File: src/rtl/spi_frame_rx_pkg.sv
// ============================================================================
// spi_frame_rx_pkg : shared state encoding, target codes and widths
// Optional build macro: FRAME_PARITY_EN
// Rev 1.0 : initial release
// ============================================================================
`default_nettype none

package spi_frame_rx_pkg;

  typedef enum logic [1:0] {
    IDLE   = 2'd0,
    SHIFT  = 2'd1,
    COMMIT = 2'd2,
    HOLD   = 2'd3
  } state_e;

  localparam logic TGT_ICACHE = 1'b0;
  localparam logic TGT_DCACHE = 1'b1;

  localparam int DATA_W_DEF = 8;
  localparam int ADDR_W_DEF = 4;

`ifdef FRAME_PARITY_EN
  localparam int PARITY_W = 1;
`else
  localparam int PARITY_W = 0;
`endif

  // Bit-counter width for a frame of frame_w bits (never narrower than 1).
  function automatic int cnt_w(input int frame_w);
    return ($clog2(frame_w) < 1) ? 1 : $clog2(frame_w);
  endfunction

endpackage

`default_nettype wire

File: src/rtl/spi_frame_rx_frame_shifter.sv
// ============================================================================
// spi_frame_rx_frame_shifter : MSB-first shift register plus bit counter
// Rev 1.0 : initial release
// ============================================================================
`default_nettype none

module spi_frame_rx_frame_shifter
  import spi_frame_rx_pkg::*;
#(
  parameter int FRAME_W = 12
) (
  input  logic               clk,
  input  logic               rst_n,
  input  logic               shift_en,
  input  logic               clear,
  input  logic               serial_in,
  output logic [FRAME_W-1:0] frame,
  output logic               done
);

  localparam int CNT_W = cnt_w(FRAME_W);

  logic [FRAME_W-1:0] sr_q, sr_d;
  logic [CNT_W-1:0]   cnt_q, cnt_d;

  always_comb begin
    sr_d  = sr_q;
    cnt_d = cnt_q;
    done  = 1'b0;
    if (clear) begin
      cnt_d = '0;
    end else if (shift_en) begin
      sr_d = {sr_q[FRAME_W-2:0], serial_in};
      if (cnt_q == CNT_W'(FRAME_W - 1)) begin
        done  = 1'b1;
        cnt_d = '0;
      end else begin
        cnt_d = cnt_q + 1'b1;
      end
    end
  end

  // The next-state view lets the parent capture the frame including the bit
  // being sampled on the completing edge.
  assign frame = sr_d;

  always_ff @(posedge clk or negedge rst_n) begin
    if (!rst_n) begin
      sr_q  <= '0;
      cnt_q <= '0;
    end else begin
      sr_q  <= sr_d;
      cnt_q <= cnt_d;
    end
  end

endmodule

`default_nettype wire

File: src/rtl/spi_frame_rx.sv
// ============================================================================
// spi_frame_rx : serial frame loader issuing single-cycle cache write strobes
// Optional build macro: FRAME_PARITY_EN (trailing even-parity bit)
// Rev 1.0 : initial release
// ============================================================================
`default_nettype none

module spi_frame_rx
  import spi_frame_rx_pkg::*;
#(
  parameter int DATA_W = DATA_W_DEF,
  parameter int ADDR_W = ADDR_W_DEF
) (
  input  logic              clk,
  input  logic              rst_n,
  input  logic              csi_n_in,
  input  logic              csd_n_in,
  input  logic              mosi_in,
  input  logic              proc_en_in,
  input  logic              clr_err_in,
  output logic              wr_en_out,
  output logic              wr_tgt_out,
  output logic [ADDR_W-1:0] wr_addr_out,
  output logic [DATA_W-1:0] wr_data_out,
  output logic              busy_out,
  output logic              frame_err_out
);

  localparam int FRAME_W = DATA_W + ADDR_W + PARITY_W;

  state_e             state_q, state_d;
  logic               tgt_q, tgt_d;
  logic               wr_en_q, wr_en_d;
  logic [ADDR_W-1:0]  addr_q, addr_d;
  logic [DATA_W-1:0]  data_q, data_d;
  logic               err_q, err_d;
  logic               err_set;

  logic               shift_en;
  logic               clear;
  logic               done;
  logic [FRAME_W-1:0] frame;
  logic               frame_ok;
  logic               cs_own_n;
  logic               cs_oth_n;

  spi_frame_rx_frame_shifter #(
    .FRAME_W (FRAME_W)
  ) u_shifter (
    .clk       (clk),
    .rst_n     (rst_n),
    .shift_en  (shift_en),
    .clear     (clear),
    .serial_in (mosi_in),
    .frame     (frame),
    .done      (done)
  );

`ifdef FRAME_PARITY_EN
  assign frame_ok = ~(^frame);
`else
  assign frame_ok = 1'b1;
`endif

  assign cs_own_n = (tgt_q == TGT_DCACHE) ? csd_n_in : csi_n_in;
  assign cs_oth_n = (tgt_q == TGT_DCACHE) ? csi_n_in : csd_n_in;

  always_comb begin
    state_d  = state_q;
    tgt_d    = tgt_q;
    wr_en_d  = 1'b0;
    addr_d   = addr_q;
    data_d   = data_q;
    err_set  = 1'b0;
    shift_en = 1'b0;
    clear    = 1'b0;
    unique case (state_q)
      IDLE: begin
        clear = 1'b1;
        if (!proc_en_in) begin
          if (!csi_n_in && !csd_n_in) begin
            err_set = 1'b1;
          end else if (!csi_n_in || !csd_n_in) begin
            clear    = 1'b0;
            shift_en = 1'b1;
            tgt_d    = csd_n_in ? TGT_ICACHE : TGT_DCACHE;
            state_d  = SHIFT;
          end
        end
      end
      SHIFT: begin
        if (proc_en_in || cs_own_n || !cs_oth_n) begin
          err_set = 1'b1;
          clear   = 1'b1;
          state_d = IDLE;
        end else begin
          shift_en = 1'b1;
          if (done) begin
            if (frame_ok) begin
              wr_en_d = 1'b1;
              data_d  = frame[FRAME_W-1 -: DATA_W];
              addr_d  = frame[FRAME_W-1-DATA_W -: ADDR_W];
              state_d = COMMIT;
            end else begin
              err_set = 1'b1;
              state_d = HOLD;
            end
          end
        end
      end
      COMMIT: begin
        clear   = 1'b1;
        state_d = HOLD;
      end
      HOLD: begin
        // Trailing bits are dropped until the bus is released.
        clear = 1'b1;
        if (csi_n_in && csd_n_in) begin
          state_d = IDLE;
        end
      end
      default: begin
        state_d = IDLE;
      end
    endcase
    err_d = err_set | (err_q & ~clr_err_in);
  end

  always_ff @(posedge clk or negedge rst_n) begin
    if (!rst_n) begin
      state_q <= IDLE;
      tgt_q   <= TGT_ICACHE;
      wr_en_q <= 1'b0;
      addr_q  <= '0;
      data_q  <= '0;
      err_q   <= 1'b0;
    end else begin
      state_q <= state_d;
      tgt_q   <= tgt_d;
      wr_en_q <= wr_en_d;
      addr_q  <= addr_d;
      data_q  <= data_d;
      err_q   <= err_d;
    end
  end

  assign wr_en_out     = wr_en_q;
  assign wr_tgt_out    = tgt_q;
  assign wr_addr_out   = addr_q;
  assign wr_data_out   = data_q;
  assign busy_out      = (state_q != IDLE);
  assign frame_err_out = err_q;

endmodule

`default_nettype wire

File: config.mk
export PLATFORM = sky130hd
export DESIGN_NAME = spi_frame_rx
export DESIGN_NICKNAME = d
export VERILOG_FILES = /design/src/rtl/spi_frame_rx_pkg.sv /design/src/rtl/spi_frame_rx_frame_shifter.sv /design/src/rtl/spi_frame_rx.sv
export SDC_FILE = /design/constraint.sdc
export NUM_CORES = 1
export LEC_CHECK = 0
export ABC_AREA = 0
export BUFFER_PORTS_ARGS = -buffer_cell sky130_fd_sc_hd__buf_4
export CAP_MARGIN = 15
export CORE_MARGIN = 3
export CORE_UTILIZATION = 55
export DETAILED_ROUTE_END_ITERATION = 10
export GPL_TIMING_DRIVEN = 0
export PLACE_DENSITY_LB_ADDON = 0.1
export SKIP_CTS_REPAIR_TIMING = 1
export SKIP_LAST_GASP = 1
export SYNTH_ARGS = -nofsm -noshare
export SYNTH_HDL_FRONTEND = slang
export SYNTH_SLANG_ARGS = --single-unit
File: constraint.sdc
create_clock -name clk -period 2.15 [get_ports clk]
set_input_delay 0.43 -clock clk [delete_from_list [all_inputs] [get_ports clk]]
set_output_delay 0.43 -clock clk [all_outputs]
set_load 0.005 [all_outputs]
==> results.txt <==
Largest net degree at the start of global routing = 33
GP Congestion = 0.7843
H-tree level count = 2
Max-slew headroom = 0.6226
CP Capture Type = register
Synth top area share = 0.5087
Site Rows = 18
Starting Density = 0.6077
Count leader, synth = dfrtp_1
Reg2Reg Capture Point = wr_addr_out[0]$_DFFE_PN0P_
Simple-gate share of the synthesized area = 0.1343
Critical path type = reg -> reg
Post-synth cell types = 32
FF-to-FF Start = wr_tgt_out$_DFFE_PN0P_
FF/Latch Area = 800.8 sq um
Synth Area in Compound Gates = 0.1717
Ys flop type = dfrtp_1
# Max-Cap Violations = 0
Final Max Slew Viols = 0
Clock transition at the registers of the reported paths = 0.09 ns
Post-Layout Cell Count = 200
First-pass GRT wire length = 4.968 mm
Clk_lat worst skew = 0.33 ns
Power Density = 864.7 mW/mm^2
Final setup fails = 0
CP required = 2.37 ns
IO buf count = 22
Final hold violation count = 0
Max clock buf depth = 2
TritonCTS clock tree = yes
Critical-path cell list = nor4bb_1 -> buf_2 -> o2111ai_2 -> buf_6 -> mux2_4
Cell Area, Synth = 0.001574 sq mm
Mapped Avg Cell Area = 11.24 sq um
Global route total overflow = 0
Clock sinks = 32
DIE HEIGHT = 59.50 microns
TNS Setup = 0 ns
Reg2reg path depth = 5
R2R Setup Slk = 0.33 ns
Via density = 5.770
Top cells by area, synth = dfrtp_1 (51%), o211ai_1 (10%), mux2_4 (8.6%), nand2_1 (6.0%), mux2_2 (2.9%)
Startpoint types = register
TritonRoute pass-1 iters = 4
Vias in the first global route = 1123
Status = finished clean
RSZ-0062 raised after global routing = false
Largest family of logic cells by synthesized area = compound AO/OA/AOI/OAI gates
CP peak stage delay = 0.44 ns
Initial antenna violation count = 0
Share of cells above drive strength 1 = 0.2941
Post-synthesis sequential area ratio = 0.5087
Drt initial violations = 37
Worst vdd ir = 0.6910 mV
Die W = 59.50 microns
Residual DRC = 0
Worst hold path type = in -> async
Clk_skew = 0.01022 ns
Post-synthesis xor/xnor area fraction = 0
Die Area = 0.003540 sq mm
Final Cycle Share = 0.8472
Gate Count Post-Synth = 140
Warnings, synthesis = 0
Num CTS Buffers = 5
Total wire length = 3.011 mm
Antenna fix cells = 0
Asr flop ratio synth = 1.000
Core ar. = 0.002590 sq mm
Avg WL per Cell = 15.06 microns
Synth-to-Final Area Change = 16.45%
Tmin final = 1.821 ns
Footprint of the multi-input gates = 709.4 sq um
Yosys top cell by area = dfrtp_1
Worst-margin pin slew = 0.5601 ns
I/O Pins = 23
Nets = 179
Leak = 0.0008786 uW
Antenna-violating nets left = 0
Crit path arrival time = 2.04 ns
Multiplexer share of the synthesized area = 0.1208
Inst Count DP = 192
Number of synthesized register bits = 32
Crit Path Max Fanout = 10
Most instantiated cells after synthesis = dfrtp_1 (32), nand2_1 (25), o211ai_1 (22)
CP Launch Point = wr_tgt_out$_DFFE_PN0P_
Syn Nets = 150
F_max = 549.0 MHz
Fillers = 190
Post-Synth Adder-Cell Area = 0.02385
GRT Overall Usage = 0.1899
Root buf cell = clkbuf_4
Post-synth EDFFs = 0
CP max-delay cell = dfrtp_1
Hpwl dp = 2.075 mm
Vias = 1154
Worst setup path endpoint = wr_addr_out[0]$_DFFE_PN0P_
worst min path at each step:
stage	startpoint	endpoint	slack (ns)	cells after the start
after global placement	rst_n	wr_tgt_out$_DFFE_PN0P_	0.38	1
after CTS	rst_n	wr_addr_out[1]$_DFFE_PN0P_	0.01	1
after detailed placement	rst_n	wr_tgt_out$_DFFE_PN0P_	0.38	1
final	rst_n	wr_tgt_out$_DFFE_PN0P_	0.01	1
after floorplan	rst_n	asynchronous set/reset pin	0.13	0
after global routing	rst_n	wr_data_out[7]$_DFFE_PN0P_	0.01	1
layer usage:
metal,track usage,wire length (microns)
met5,0,0
met4,0.1013,74
met3,0.04793,142
met2,0.3042,1388
met1,0.2343,1405
final cells by class:
type	count	share of cell area
buffer	10	0.02662
clock buffer	5	0.02048
clock inverter	3	0.01024
inverter	4	0.008191
multi-input combinational	94	0.3870
sequential	32	0.4369
tap	30	0.02048
timing repair buffer	22	0.09010
layout by cell type, fill, tap and decap left out, types with 2 or more instances in the layout:
cell type  count
nand2b_1       2
o21a_1         2
buf_2          3
o211ai_1      22
ha_1           3
inv_1          4
a21oi_1        3
dfrtp_1       32
clkinv_2       2
nor2_1         2
clkbuf_1       5
clkbuf_4       5
buf_4         22
mux2_2         4
o21ai_0        4
mux2_4         9
nor2b_1        2
a21boi_0       2
nand2_1       25
through the flow:
stage	power, uW	hold slack, ns	worst slack (ns)	cell area, sq um	util
finish	1585	0.01412	0.3285	1833	0.7077
floorplan	1107	0.1344	0.4317	1574	-
detailed placement	1260	0.3848	0.1265	1777	0.6860
CTS	1599	0.01451	0.3365	1833	0.7077
global route	1692	0.01436	0.2602	1833	0.7077
global placement	1241	0.3832	0.1593	1777	0.6860
registers in the layout, indices dropped and copies added, names as in the netlist, named ones only:
| name | cells |
|---|---|
| frame_err_out | 1 |
| wr_addr_out | 4 |
| u_shifter.cnt_q | 4 |
| wr_tgt_out | 1 |
| state_q | 1 |
| wr_en_out | 1 |
| u_shifter.sr_q | 11 |
| wr_data_out | 8 |
power by group:
part           internal, uW  switching [uW]
logic                   184             207
registers               726             132
clock network           125             210
worst max-delay path, delay by kind of cell, from the launching register on:
family / cells / cell delay (ns)
buf+inv: 2 / 0.46
flops: 1 / 0.44
simple gates: 1 / 0.32
mux: 1 / 0.30
compound gates: 1 / 0.20
cell families after synthesis:
kind of cell,Yosys count
flops,32
compound gates,37
fa+ha+maj,3
buf+inv,14
mux,14
simple gates,40
Note: power is estimated with default switching activity, not from simulation.
